[config.mk]
export PLATFORM = sky130hd
export DESIGN_NAME = convolutor_seq_ctrl
export DESIGN_NICKNAME = d
export VERILOG_FILES = /design/src/rtl/conv_pkg.sv /design/src/rtl/conv_valid_pipe.sv /design/src/rtl/convolutor_seq_ctrl.sv
export SDC_FILE = /design/constraint.sdc
export NUM_CORES = 1
export LEC_CHECK = 0
export BUFFER_PORTS_ARGS = -buffer_cell sky130_fd_sc_hd__buf_2
export CAP_MARGIN = 20
export CORE_MARGIN = 2
export CORE_UTILIZATION = 45
export DETAILED_ROUTE_END_ITERATION = 6
export GPL_TIMING_DRIVEN = 0
export HOLD_SLACK_MARGIN = 0.05
export PLACE_DENSITY = 0.61
export SETUP_SLACK_MARGIN = 0.5
export SLEW_MARGIN = 5
export SYNTH_ARGS = -nofsm -noshare
export SYNTH_HDL_FRONTEND = slang
export SYNTH_SLANG_ARGS = --single-unit
[constraint.sdc]
create_clock -name clk -period 3.6 [get_ports clk]
set_input_delay 1.08 -clock clk [delete_from_list [all_inputs] [get_ports clk]]
set_output_delay 1.08 -clock clk [all_outputs]
set_load 0.01 [all_outputs]
[src/rtl/conv_pkg.sv]
// Shared types and defaults for the convolution sequencer.
package conv_pkg;

    localparam int unsigned SIZE_W_DEF = 5;

    typedef enum logic [2:0] {
        S_IDLE,
        S_SETUP,
        S_ISSUE,
        S_DRAIN,
        S_WRITE,
        S_DONE,
        S_RELEASE,
        S_ERROR
    } conv_state_t;

endpackage

[src/rtl/conv_valid_pipe.sv]
// Delay line that turns the read strobe into the product-valid strobe.
module conv_valid_pipe #(
    parameter int unsigned DEPTH = 3
) (
    input  logic clk,
    input  logic rst_n,
    input  logic i_flush,
    input  logic i_din,
    output logic o_dout
);

    logic [DEPTH-1:0] r_sh;

    // Shift one stage per cycle; a flush empties every stage at once.
    always_ff @(posedge clk or negedge rst_n) begin
        if (!rst_n) begin
            r_sh <= '0;
        end else if (i_flush) begin
            r_sh <= '0;
        end else begin
            r_sh[0] <= i_din;
            for (int unsigned j = 1; j < DEPTH; j++) begin
                r_sh[j] <= r_sh[j-1];
            end
        end
    end

    assign o_dout = r_sh[DEPTH-1];

endmodule

[src/rtl/convolutor_seq_ctrl.sv]
// Sequencer for a 1-D linear convolution z = x * y: issues X/Y reads,
// steers an external MAC and writes each z[k] once its sum is complete.
module convolutor_seq_ctrl
    import conv_pkg::*;
#(
    parameter int unsigned SIZE_W   = SIZE_W_DEF,
    parameter int unsigned MEM_LAT  = 1,
    parameter int unsigned MULT_LAT = 2
) (
    input  logic              clk,
    input  logic              rst_n,
    input  logic              start_i,
    input  logic              abort_i,
    input  logic [SIZE_W-1:0] size_x_i,
    input  logic [SIZE_W-1:0] size_y_i,
    output logic              rd_en_o,
    output logic [SIZE_W-1:0] x_addr_o,
    output logic [SIZE_W-1:0] y_addr_o,
    output logic              mac_en_o,
    output logic              acc_clr_o,
    output logic              z_we_o,
    output logic [SIZE_W:0]   z_addr_o,
    output logic              busy_o,
    output logic              done_o,
    output logic              err_o
);

    localparam int unsigned LAT = MEM_LAT + MULT_LAT;
    localparam int unsigned KW  = SIZE_W + 1;
    localparam int unsigned CW  = (LAT > 1) ? $clog2(LAT) : 1;

    conv_state_t   r_state;
    conv_state_t   w_state_nxt;

    logic [KW-1:0] r_k;
    logic [KW-1:0] r_i;
    logic [KW-1:0] r_sx;
    logic [KW-1:0] r_sy;
    logic [CW-1:0] r_drain;

    logic [KW-1:0] w_hi;
    logic [KW-1:0] w_k_nxt;
    logic [KW-1:0] w_lo_nxt;
    logic [KW-1:0] w_last_k;
    logic          w_issue_last;
    logic          w_drain_last;
    logic          w_write_last;
    logic          w_busy;
    logic          w_flush;

    // Index bounds: for output k, i runs max(0,k-sy+1) .. min(k,sx-1).
    assign w_hi         = (r_k < r_sx - KW'(1)) ? r_k : r_sx - KW'(1);
    assign w_k_nxt      = r_k + KW'(1);
    assign w_lo_nxt     = (w_k_nxt >= r_sy) ? w_k_nxt - r_sy + KW'(1) : '0;
    assign w_last_k     = r_sx + r_sy - KW'(2);
    assign w_issue_last = (r_i == w_hi);
    assign w_drain_last = (r_drain == CW'(LAT - 1));
    assign w_write_last = (r_k == w_last_k);
    assign w_busy       = (r_state == S_SETUP) || (r_state == S_ISSUE) ||
                          (r_state == S_DRAIN) || (r_state == S_WRITE);
    assign w_flush      = w_busy && abort_i;

    // State register.
    always_ff @(posedge clk or negedge rst_n) begin
        if (!rst_n) begin
            r_state <= S_IDLE;
        end else begin
            r_state <= w_state_nxt;
        end
    end

    // Index and drain counters; each output restarts i at its lower bound.
    always_ff @(posedge clk or negedge rst_n) begin
        if (!rst_n) begin
            r_k     <= '0;
            r_i     <= '0;
            r_sx    <= '0;
            r_sy    <= '0;
            r_drain <= '0;
        end else begin
            case (r_state)
                S_SETUP: begin
                    r_sx <= {1'b0, size_x_i};
                    r_sy <= {1'b0, size_y_i};
                    r_k  <= '0;
                    r_i  <= '0;
                end
                S_ISSUE: begin
                    if (!w_issue_last) begin
                        r_i <= r_i + KW'(1);
                    end
                end
                S_WRITE: begin
                    if (!w_write_last) begin
                        r_k <= w_k_nxt;
                        r_i <= w_lo_nxt;
                    end
                end
                default: ;
            endcase
            r_drain <= (r_state == S_DRAIN) ? r_drain + CW'(1) : '0;
        end
    end

    // Next-state and output decode; abort from a busy state overrides everything.
    always_comb begin
        w_state_nxt = r_state;
        rd_en_o     = 1'b0;
        acc_clr_o   = 1'b0;
        z_we_o      = 1'b0;
        done_o      = 1'b0;
        err_o       = 1'b0;
        x_addr_o    = '0;
        y_addr_o    = '0;
        z_addr_o    = '0;
        busy_o      = w_busy;

        case (r_state)
            S_IDLE: begin
                if (start_i) w_state_nxt = S_SETUP;
            end
            S_SETUP: begin
                acc_clr_o = 1'b1;
                if ((size_x_i == '0) || (size_y_i == '0)) w_state_nxt = S_ERROR;
                else                                      w_state_nxt = S_ISSUE;
            end
            S_ISSUE: begin
                rd_en_o  = 1'b1;
                x_addr_o = r_i[SIZE_W-1:0];
                y_addr_o = r_k[SIZE_W-1:0] - r_i[SIZE_W-1:0];
                if (w_issue_last) w_state_nxt = S_DRAIN;
            end
            S_DRAIN: begin
                if (w_drain_last) w_state_nxt = S_WRITE;
            end
            S_WRITE: begin
                z_we_o    = 1'b1;
                acc_clr_o = 1'b1;
                z_addr_o  = r_k;
                w_state_nxt = w_write_last ? S_DONE : S_ISSUE;
            end
            S_DONE: begin
                done_o      = 1'b1;
                w_state_nxt = S_RELEASE;
            end
            S_ERROR: begin
                done_o      = 1'b1;
                err_o       = 1'b1;
                w_state_nxt = S_RELEASE;
            end
            S_RELEASE: begin
                if (!start_i) w_state_nxt = S_IDLE;
            end
            default: w_state_nxt = S_IDLE;
        endcase

        if (w_flush) w_state_nxt = S_IDLE;
    end

    conv_valid_pipe #(
        .DEPTH (LAT)
    ) u_valid_pipe (
        .clk     (clk),
        .rst_n   (rst_n),
        .i_flush (w_flush),
        .i_din   (rd_en_o),
        .o_dout  (mac_en_o)
    );

endmodule

==> flow_metrics.env, run 1 <==
export IMPL_synthFlopType="dfrtp_1"
export IMPL_cp_common_cell="or3_4"
export IMPL_tritoncts="built"
export IMPL_drtPass1Iterations=4
export IMPL_yosys_warnings=0
export IMPL_netlist_instances=329
export IMPL_grt_pass1_wl_um=12100
export IMPL_pin_count=37
export IMPL_synth_top_area_share_pct=27.2
export IMPL_synth_edff_count=0
export IMPL_cp_required_ns=3.79
export IMPL_m1WireLength_um=3400
export IMPL_slowest_delay_ns=0.41
export IMPL_crit_path_start_kind="flip-flop"
export IMPL_clkTransAtPathRegs_ns=0.07
export IMPL_outcome="complete, no violations"
export IMPL_post_route_period_util_pct=92.5
export IMPL_grt_overflow=0
export IMPL_synthMostInstantiatedCell="nand2_1"
export IMPL_r2r_cells=11
export IMPL_hold_ws_ns=0.429
export IMPL_wire_per_inst_um=16.2
export IMPL_reg2reg_to="r_state[0]$_DFFE_PN0P_"
export IMPL_ys_seq_area_share_pct=27.2
export IMPL_ant_nets=0
export IMPL_start_util_pct=46.6
export IMPL_power_leakage_uw=0.00174
export IMPL_core_um2=5920
export IMPL_post_route_min_period_ns=3.33
export IMPL_worstReg2RegStart="r_sx[2]$_DFFE_PN0P_"
export IMPL_wl_um=7600
export IMPL_synth_common_cells="38 x nand2_1, 35 x inv_1, 34 x ha_1"
export IMPL_die_y_um=82.3
export IMPL_wl_met3_um=277
export IMPL_finalNonFillerCells=470
export IMPL_area_delta_synth_final_pct=29.9
export IMPL_hold_path_depth=1
export IMPL_grt_usage_pct=23.8
export IMPL_synth_top_cell_by_area="dfrtp_1"
export IMPL_async_flop_share_pct=100
export IMPL_syn_nets=381
export IMPL_grt_pass1_vias=2460
export IMPL_fin_nets=446
export IMPL_gp_congestion=0.892
export IMPL_fmax_mhz=300
export IMPL_cts_sinks=30
export IMPL_num_rows=28
export IMPL_worstSetupPathType="flip-flop to flip-flop"
export IMPL_placed_area_um2=3090
export IMPL_dp_cells=440
export IMPL_ys_ff_latch=30
export IMPL_ctsRootBufferMaster="clkbuf_8"
export IMPL_timing_hold_violations_final=0
export IMPL_cts_hold_buf=0
export IMPL_drive_gt1_share_pct=29.9
export IMPL_die_area_um2=6780
export IMPL_cts_buffers=5
export IMPL_yosys_top_cells_area="dfrtp_1 27%, ha_1 15%, xnor2_1 5.4%"
export IMPL_fin_skew_ns=0.00533
export IMPL_clk_latency_ns=0.29
export IMPL_grt_max_degree=31
export IMPL_design_area_um2=3590
export IMPL_viasPerCell=5.59
export IMPL_worst_slack_ns=0.270
export IMPL_antenna_found_initial=0
export IMPL_netlist_area_um2=2760
export IMPL_drc=0
export IMPL_tns_ns=0
export IMPL_drt_iter0_drc=147
export IMPL_max_cap_violations=0
export IMPL_rsz0062_at_grt="true"
export IMPL_yosysUniqueCellTypes=50
export IMPL_top_layer="met4"
export IMPL_pwr_density_cell_nw_per_um2=865
export IMPL_crit_path_cell_trace="or3_4, or3_4, ha_4, nand4_1, o21ba_4, or3_4, o221ai_2, nand4_1, or2_4, o32a_1, a221oi_2"
export IMPL_hold_path_end="r_drain[0]$_DFF_PN0_"
export IMPL_critPathArrivalTime_ns=3.52
export IMPL_worst_slew_pin_slew_ns=1.01
export IMPL_hold_start="r_drain[0]$_DFF_PN0_"
export IMPL_avgSynthCellArea_um2=8.39
export IMPL_peakVddDrop_v=0.000508
export IMPL_setup_viol=0
export IMPL_port_buffers=36
export IMPL_critPathMaxFanout=6
export IMPL_hpwlAfterDp_um=5530
export IMPL_end_kind="flip-flop"
export IMPL_cts_max_level=2
export IMPL_vias=2626
export IMPL_place_ws_ns=0.0905
export IMPL_die_width_um=82.3
export IMPL_cts_max_path_buffers=2
export IMPL_route_met2_wl_um=3850
export IMPL_maxSlewHeadroom_pct=32.2
export IMPL_cp_slowest_cell="dfrtp_2"
export IMPL_slew_violations=0
export IMPL_r2r_slack_ns=0.27
export IMPL_holdCritPathClass="flip-flop to flip-flop"
export IMPL_num_antenna_cells=0
-- worst max-delay path, delay by kind of cell (launching register included) --
family,cells,cell delay [ns]
fa+ha+maj,1,0.24
flops,1,0.41
simple gates,6,1.65
compound gates,4,0.92
-- layout by cell type, fill, tap and decap left out, drive strengths merged, types with 2 or more instances in the layout --
cell type / n
buf: 60
nand2: 38
inv: 35
ha: 34
dfrtp: 30
nor2: 22
o21ai: 22
xnor2: 18
clkbuf: 17
and3: 11
a21oi: 11
xor2: 9
nor3: 6
a21o: 6
nand3: 6
and2: 5
o211ai: 5
a31oi: 5
nand4: 4
or3: 4
a2bb2oi: 4
fa: 4
or4: 3
or2: 3
nand2b: 2
o21a: 2
o21bai: 2
o31ai: 2
nor4b: 2
nor2b: 2
o22ai: 2
o221ai: 2
a211oi: 2
-- layer usage --
| layer | up-vias | global-route usage [%] |
|---|---|---|
| met2 | 57 | 42.0 |
| met5 | - | 0 |
| met3 | 9 | 3.37 |
| met4 | 0 | 4.67 |
| met1 | 1283 | 30.8 |
| li1 | 1277 | - |
-- flip-flops by register name (all words and copies together), names as in the netlist --
| name | flops |
|---|---|
| r_drain | 2 |
| r_k | 6 |
| r_sy | 5 |
| r_i | 6 |
| r_state | 3 |
| r_sx | 5 |
| u_valid_pipe.r_sh | 3 |
-- worst max-delay path by stage --
stage / startpoint / end / depth (start not counted)
3_5_place_dp: r_k[2]$_DFFE_PN0P_ / x_addr_o[0] / 12
4_1_cts: r_k[3]$_DFFE_PN0P_ / x_addr_o[0] / 11
6_report: r_sx[2]$_DFFE_PN0P_ / r_state[0]$_DFFE_PN0P_ / 11
5_1_grt: r_k[0]$_DFFE_PN0P_ / x_addr_o[0] / 12
3_3_place_gp: r_sy[1]$_DFFE_PN0P_ / r_i[0]$_DFFE_PN0P_ / 11
2_1_floorplan: r_sx[2]$_DFFE_PN0P_ / r_state[2]$_DFFE_PN0P_ / 11
-- power by group --
group | total (uW) | switching, uW | internal [uW]
Combinational | 2270 | 1190 | 1080
Clock | 296 | 142 | 154
Sequential | 534 | 95.2 | 438
Total | 3100 | 1430 | 1670
-- cell families after synthesis --
logic type,after synthesis,synth area share [%]
compound gates,73,17.8
xor+xnor,28,9.66
fa+ha+maj,38,18.3
buf+inv,48,6.80
flops,30,27.2
mux,2,0.771
simple gates,110,19.5
-- area by class of cell --
type	instances	area, um^2
flip-flops and latches	30	754
clock inverters	2	12.5
clock buffers	6	82.6
repair buffers	58	373
fillers	542	2330
inverters	35	134
multi-input cells	251	2070
plain buffers	13	68.8
well taps	75	93.8
-- through the flow --
stage	utilization, %	power [uW]
2_1_floorplan	-	1950
3_3_place_gp	52.1	2350
3_5_place_dp	52.1	2390
4_1_cts	57.9	2920
5_1_grt	60.6	3390
6_report	60.6	3100
-- what timing repair did --
| item | 4_1_cts | 5_1_grt |
|---|---|---|
| hold endpoints to repair | 0 | 0 |
| gates cloned | 0 | 0 |
| buffers inserted | 18 | 4 |
| resized for setup | 31 | 23 |
| pin swaps | 15 | 13 |
| setup endpoints to repair | 11 | 17 |
No activity file was read; power rests on OpenSTA's default activity.
==> run 2: changes to the inputs <==
Settings changed: GPL_TIMING_DRIVEN 0 to 1.
==> flow_metrics.env, run 2 (same netlist as run 1, synthesis figures left out) <==
export IMPL_r2r_cells=11
export IMPL_maxSlewHeadroom_pct=51.7
export IMPL_die_width_um=82.3
export IMPL_hold_path_depth=1
export IMPL_rsz0062_at_grt="true"
export IMPL_wl_um=7960
export IMPL_grt_pass1_wl_um=12500
export IMPL_holdCritPathClass="flip-flop to flip-flop"
export IMPL_end_kind="flip-flop"
export IMPL_grt_max_degree=31
export IMPL_grt_overflow=0
export IMPL_hpwlAfterDp_um=5760
export IMPL_gp_congestion=0.988
export IMPL_area_delta_synth_final_pct=27.4
export IMPL_antenna_found_initial=0
export IMPL_max_cap_violations=0
export IMPL_finalNonFillerCells=466
export IMPL_post_route_min_period_ns=3.37
export IMPL_clkTransAtPathRegs_ns=0.07
export IMPL_crit_path_start_kind="flip-flop"
export IMPL_post_route_period_util_pct=93.6
export IMPL_worstSetupPathType="flip-flop to flip-flop"
export IMPL_die_y_um=82.3
export IMPL_timing_hold_violations_final=0
export IMPL_fin_nets=442
export IMPL_path_buf_inv=0
export IMPL_port_buffers=36
export IMPL_tns_ns=0
export IMPL_critPathMaxFanout=4
export IMPL_top_regs="r_i: 6 flops, r_k: 6 flops"
export IMPL_layout_common_cells="37 x nand2_1, 36 x buf_2, 32 x inv_1"
export IMPL_dp_cells=439
export IMPL_start_util_pct=46.6
export IMPL_grt_usage_pct=24.8
export IMPL_viasPerCell=5.55
export IMPL_vias=2588
export IMPL_pin_count=37
export IMPL_cp_common_cell="or3_4"
export IMPL_r2r_slack_ns=0.23
export IMPL_drc=0
export IMPL_reg2reg_to="r_state[0]$_DFFE_PN0P_"
export IMPL_cts_max_level=2
export IMPL_drt_iter0_drc=192
export IMPL_fmax_mhz=297
export IMPL_die_area_um2=6780
export IMPL_core_um2=5920
export IMPL_wire_per_inst_um=17.1
export IMPL_peakVddDrop_v=0.000609
export IMPL_cp_required_ns=3.79
export IMPL_ant_nets=0
export IMPL_crit_path_cell_trace="or3_4, or3_4, ha_4, nand4_1, o21ba_4, nor2_1, a211o_1, and3_4, or2_1, o32a_1, a221oi_2"
export IMPL_slowest_delay_ns=0.42
export IMPL_hold_start="r_drain[0]$_DFF_PN0_"
export IMPL_fin_skew_ns=0.00625
export IMPL_slew_violations=0
export IMPL_tritoncts="built"
export IMPL_power_leakage_uw=0.00174
export IMPL_setup_viol=0
export IMPL_num_rows=28
export IMPL_num_antenna_cells=0
export IMPL_ctsRootBufferMaster="clkbuf_8"
export IMPL_critPathArrivalTime_ns=3.56
export IMPL_hold_path_end="r_drain[0]$_DFF_PN0_"
export IMPL_outcome="complete, no violations"
export IMPL_total_power_uw=3060
export IMPL_worst_slew_pin_slew_ns=0.725
export IMPL_cp_slowest_cell="or3_4"
export IMPL_cts_sinks=30
export IMPL_final_common_cell="nand2_1"
export IMPL_worstReg2RegStart="r_sx[1]$_DFFE_PN0P_"
export IMPL_cts_buffers=5
export IMPL_clk_latency_ns=0.29
export IMPL_cts_max_path_buffers=2
export IMPL_crit_family="simple AND/OR/NAND/NOR gates"
export IMPL_cts_hold_buf=0
export IMPL_grt_pass1_vias=2540
export IMPL_drtPass1Iterations=4
export IMPL_drive_gt1_share_pct=29.7
export IMPL_pwr_density_cell_nw_per_um2=871
==> run 2: cell count changes in the layout (fill, tap and decap cells not counted), moves of 2 or more <==
| cell | before | now |
|---|---|---|
| a2bb2oi_1 | 2 | 4 |
| a2bb2oi_2 | 2 | 0 |
| buf_4 | 17 | 25 |
| clkbuf_1 | 9 | 0 |
| ha_1 | 27 | 29 |
| ha_4 | 5 | 2 |
| o21ai_1 | 0 | 2 |
==> run 2: per-layer routing <==
metal	share of wire, %	global-route usage [%]	vias to the layer above
li1	-	-	1266
met1	42	29.5	1212
met2	50	43.0	86
met3	5.3	5.33	24
met4	2.9	10.3	0
met5	0	0	-
==> run 2: report_power, final <==
part / switching [uW] / internal (uW) / total, uW / leakage, uW
sequential: 98.8 / 436 / 535 / 0.000391
clock: 148 / 154 / 301 / 0.0000472
combinational: 1180 / 1040 / 2220 / 0.00130
total: 1430 / 1630 / 3060 / 0.00174
==> run 2: final cells by class <==
cell class / count / area, um^2
fill: 556 / 2400
multi-input combinational: 251 / 2010
sequential: 30 / 753
timing repair buffer: 67 / 435
inverter: 35 / 131
tap: 75 / 93.8
clock buffer: 6 / 82.6
clock inverter: 2 / 12.5
==> run 2: worst max-delay path by stage <==
stage	from	to	slack, ns	cells past startpoint
global placement	r_k[1]$_DFFE_PN0P_	x_addr_o[0]	0.31	10
detailed placement	r_sx[0]$_DFFE_PN0P_	r_state[2]$_DFFE_PN0P_	0.23	13
global route	r_k[0]$_DFFE_PN0P_	x_addr_o[0]	0.12	12
finish	r_sx[1]$_DFFE_PN0P_	r_state[0]$_DFFE_PN0P_	0.23	11
CTS	r_k[1]$_DFFE_PN0P_	x_addr_o[0]	0.24	10
floorplan	r_sx[2]$_DFFE_PN0P_	r_state[2]$_DFFE_PN0P_	0.42	11
==> run 2: repair_timing <==
action | CTS | global route
setup buffers | 15 | 4
endpoints found under the setup margin | 9 | 13
cloned | 0 | 0
pin swaps | 11 | 19
resized for setup | 16 | 23
==> run 2: per-stage QoR <==
step / utilization (%) / area (um^2) / setup WS (ns) / hold WS [ns]
detailed placement: 52.8 / 3120 / 0.234 / 0.432
floorplan: - / 2810 / 0.416 / 0.408
global placement: 52.8 / 3120 / 0.309 / 0.423
finish: 59.4 / 3520 / 0.231 / 0.442
CTS: 57.4 / 3400 / 0.243 / 0.441
global route: 59.4 / 3520 / 0.124 / 0.454
==> run 3: changes to the inputs <==
Settings changed: ABC_AREA from default to 1, PLACE_DENSITY 0.61 to 0.6.
==> flow_metrics.env, run 3 <==
export IMPL_die_width_um=84.8
export IMPL_yosys_warnings=0
export IMPL_async_flop_share_pct=100
export IMPL_fin_skew_ns=0.00791
export IMPL_yosysUniqueCellTypes=34
export IMPL_synth_common_cells="90 x nand2_1, 51 x inv_1, 49 x nand3_1"
export IMPL_fillCellCount=642
export IMPL_critPathArrivalTime_ns=1.95
export IMPL_vias=2733
export IMPL_antenna_found_initial=0
export IMPL_port_buffers=36
export IMPL_hpwlAfterDp_um=5970
export IMPL_worstReg2RegStart="r_sx[0]$_DFFE_PN0P_"
export IMPL_maxSlewHeadroom_pct=52.9
export IMPL_drtPass1Iterations=4
export IMPL_cp_slowest_cell="dfrtp_2"
export IMPL_drc=0
export IMPL_ys_seq_area_share_pct=25.5
export IMPL_slowest_delay_ns=0.43
export IMPL_drive_gt1_share_pct=20.4
export IMPL_synth_edff_count=0
export IMPL_reg2reg_to="r_state[1]$_DFFE_PN0P_"
export IMPL_drt_iter0_drc=154
export IMPL_cts_sinks=30
export IMPL_die_y_um=84.8
export IMPL_tritoncts="built"
export IMPL_max_cap_violations=0
export IMPL_fin_nets=496
export IMPL_cp_depth=10
export IMPL_fmax_mhz=330
export IMPL_ctsRootBufferMaster="clkbuf_8"
export IMPL_synth_fa_ha_area_share_pct=17.2
export IMPL_grt_overflow=0
export IMPL_power_leakage_uw=0.00176
export IMPL_hold_path_end="r_drain[0]$_DFF_PN0_"
export IMPL_die_area_um2=7200
export IMPL_grt_pass1_wl_um=12800
export IMPL_wl_um=7520
export IMPL_avgSynthCellArea_um2=7.30
export IMPL_synth_top_family_by_area="simple AND/OR/NAND/NOR gates"
export IMPL_final_common_cell="nand2_1"
export IMPL_num_rows=29
export IMPL_cts_buffers=5
export IMPL_cts_max_level=2
export IMPL_ant_nets=0
export IMPL_synthFlopType="dfrtp_1"
export IMPL_path_buf_inv=3
export IMPL_num_antenna_cells=0
export IMPL_worst_slew_pin_slew_ns=0.707
export IMPL_clk_latency_ns=0.28
export IMPL_holdCritPathClass="flip-flop to flip-flop"
export IMPL_cp_common_cell="nand2_1"
export IMPL_rsz0062_at_grt="true"
export IMPL_area_delta_synth_final_pct=13.9
export IMPL_pwr_density_cell_nw_per_um2=846
export IMPL_synth_compound_area_share_pct=7.40
export IMPL_design_area_um2=3350
export IMPL_synthMostInstantiatedCell="nand2_1"
export IMPL_finalNonFillerCells=522
export IMPL_critPathMaxFanout=5
export IMPL_post_route_period_util_pct=84.1
export IMPL_placed_area_um2=3170
export IMPL_timing_hold_violations_final=0
export IMPL_yosys_top_cells_area="dfrtp_1 26%, ha_1 14%, nand2_1 11%"
export IMPL_peakVddDrop_v=0.000371
export IMPL_gp_congestion=0.889
export IMPL_synth_top_cell_by_area="dfrtp_1"
export IMPL_end_kind="output pin"
export IMPL_syn_nets=455
export IMPL_crit_path_cell_trace="inv_4, ha_4, inv_2, fa_2, nand2_1, nand2_1, a21oi_2, xor2_1, nor2_1, buf_2"
export IMPL_grt_max_degree=31
export IMPL_synth_simple_area_share_pct=33.3
export IMPL_crit_path_start_kind="flip-flop"
export IMPL_cts_max_path_buffers=2
export IMPL_pin_count=37
export IMPL_outcome="complete, no violations"
export IMPL_ys_ff_latch=30
export IMPL_synth_top_area_share_pct=25.5
export IMPL_slew_violations=0
export IMPL_hold_path_depth=1
export IMPL_worstSetupPathType="flip-flop to output pin"
export IMPL_wire_per_inst_um=14.4
export IMPL_cts_hold_buf=0
export IMPL_tns_ns=0
export IMPL_layout_common_cells="89 x nand2_1, 49 x inv_1, 49 x nand3_1"
export IMPL_grt_pass1_vias=2671
export IMPL_viasPerCell=5.24
export IMPL_r2r_slack_ns=0.73
export IMPL_cp_required_ns=2.52
export IMPL_clkTransAtPathRegs_ns=0.07
export IMPL_synth_mux_area_share_pct=0
export IMPL_start_util_pct=46.3
export IMPL_crit_family="adder cells"
export IMPL_hold_start="r_drain[0]$_DFF_PN0_"
export IMPL_netlist_instances=403
export IMPL_core_um2=6350
export IMPL_setup_viol=0
export IMPL_post_route_min_period_ns=3.03
export IMPL_fin_util_pct=52.7
export IMPL_top_regs="r_i: 6 flops, r_k: 6 flops"
export IMPL_synth_xor_area_share_pct=6.55
export IMPL_netlist_area_um2=2940
export IMPL_r2r_cells=17
export IMPL_dp_cells=509
export IMPL_grt_usage_pct=22.3
[run 3: changes by cell type in the layout (fill, tap and decap cells not counted), moves of 7 or more]
cell / previous run / this run
nor2_1: 22 / 31
and3_1: 10 / 0
buf_4: 25 / 6
nand4_1: 4 / 11
inv_2: 3 / 13
nand3_1: 5 / 49
inv_1: 32 / 49
nand2_1: 37 / 89
[run 3: cell type report]
type / count / area, um^2 / area share (%)
multi-input cells: 301 / 1930 / 57.8
well taps: 77 / 96.3 / 2.88
clock buffers: 7 / 86.3 / 2.58
flip-flops and latches: 30 / 756 / 22.6
repair buffers: 42 / 225 / 6.73
inverters: 64 / 245 / 7.32
clock inverters: 1 / 5.00 / 0.149
[run 3: worst reg2reg max path, cell delays in order, from the launching register on]
cell,delay (ns)
dfrtp_1,0.42
inv_2,0.11
ha_1,0.19
nand3_1,0.14
xor2_1,0.21
ha_1,0.26
nand2_1,0.10
inv_2,0.05
a21oi_4,0.29
nand3_1,0.20
nand3_1,0.13
nand2_1,0.05
nor2_1,0.18
nand3_1,0.12
nand2_1,0.14
nand2_1,0.06
nand3_1,0.07
nand2_1,0.05
[run 3: what timing repair did]
| action | in CTS | in global routing |
|---|---|---|
| pin swaps | 0 | 4 |
| setup buffers | 1 | 4 |
| setup endpoints to repair | 1 | 12 |
| gates resized for setup | 4 | 11 |
[run 3: metrics by stage]
| step | power, uW | hold WS (ns) | setup slack (ns) |
|---|---|---|---|
| after floorplan | 2060 | 0.403 | 0.871 |
| after global placement | 2460 | 0.413 | 0.621 |
| after detailed placement | 2480 | 0.416 | 0.550 |
| after CTS | 2780 | 0.426 | 0.553 |
| after global routing | 3180 | 0.453 | 0.492 |
| final | 2830 | 0.426 | 0.574 |
[run 3: how the worst max path moves through the flow]
| stage | start | end | slack, ns |
|---|---|---|---|
| global route | r_k[0]$_DFFE_PN0P_ | y_addr_o[4] | 0.49 |
| finish | r_k[0]$_DFFE_PN0P_ | y_addr_o[4] | 0.57 |
| CTS | r_k[0]$_DFFE_PN0P_ | y_addr_o[4] | 0.55 |
| global placement | r_k[0]$_DFFE_PN0P_ | y_addr_o[4] | 0.62 |
| floorplan | r_k[0]$_DFFE_PN0P_ | y_addr_o[4] | 0.87 |
| detailed placement | r_sx[0]$_DFFE_PN0P_ | r_state[1]$_DFFE_PN0P_ | 0.55 |
[run 3: logic make-up after synthesis]
logic type	after synthesis
compound gates	39
xor+xnor	22
fa+ha+maj	38
buf+inv	72
flops	30
simple gates	202
[run 3: power by group]
part | internal (uW) | total [uW] | switching, uW
Combinational | 780 | 2000 | 1220
Clock | 154 | 284 | 130
Sequential | 439 | 546 | 107
Total | 1370 | 2830 | 1460
[run 3: routing by layer]
layer	global-route usage [%]	vias up	routed length (um)
met3	3.50	10	345
li1	-	1398	-
met2	36.5	60	3480
met4	5.63	0	96
met5	0	-	0
met1	31.1	1265	3590
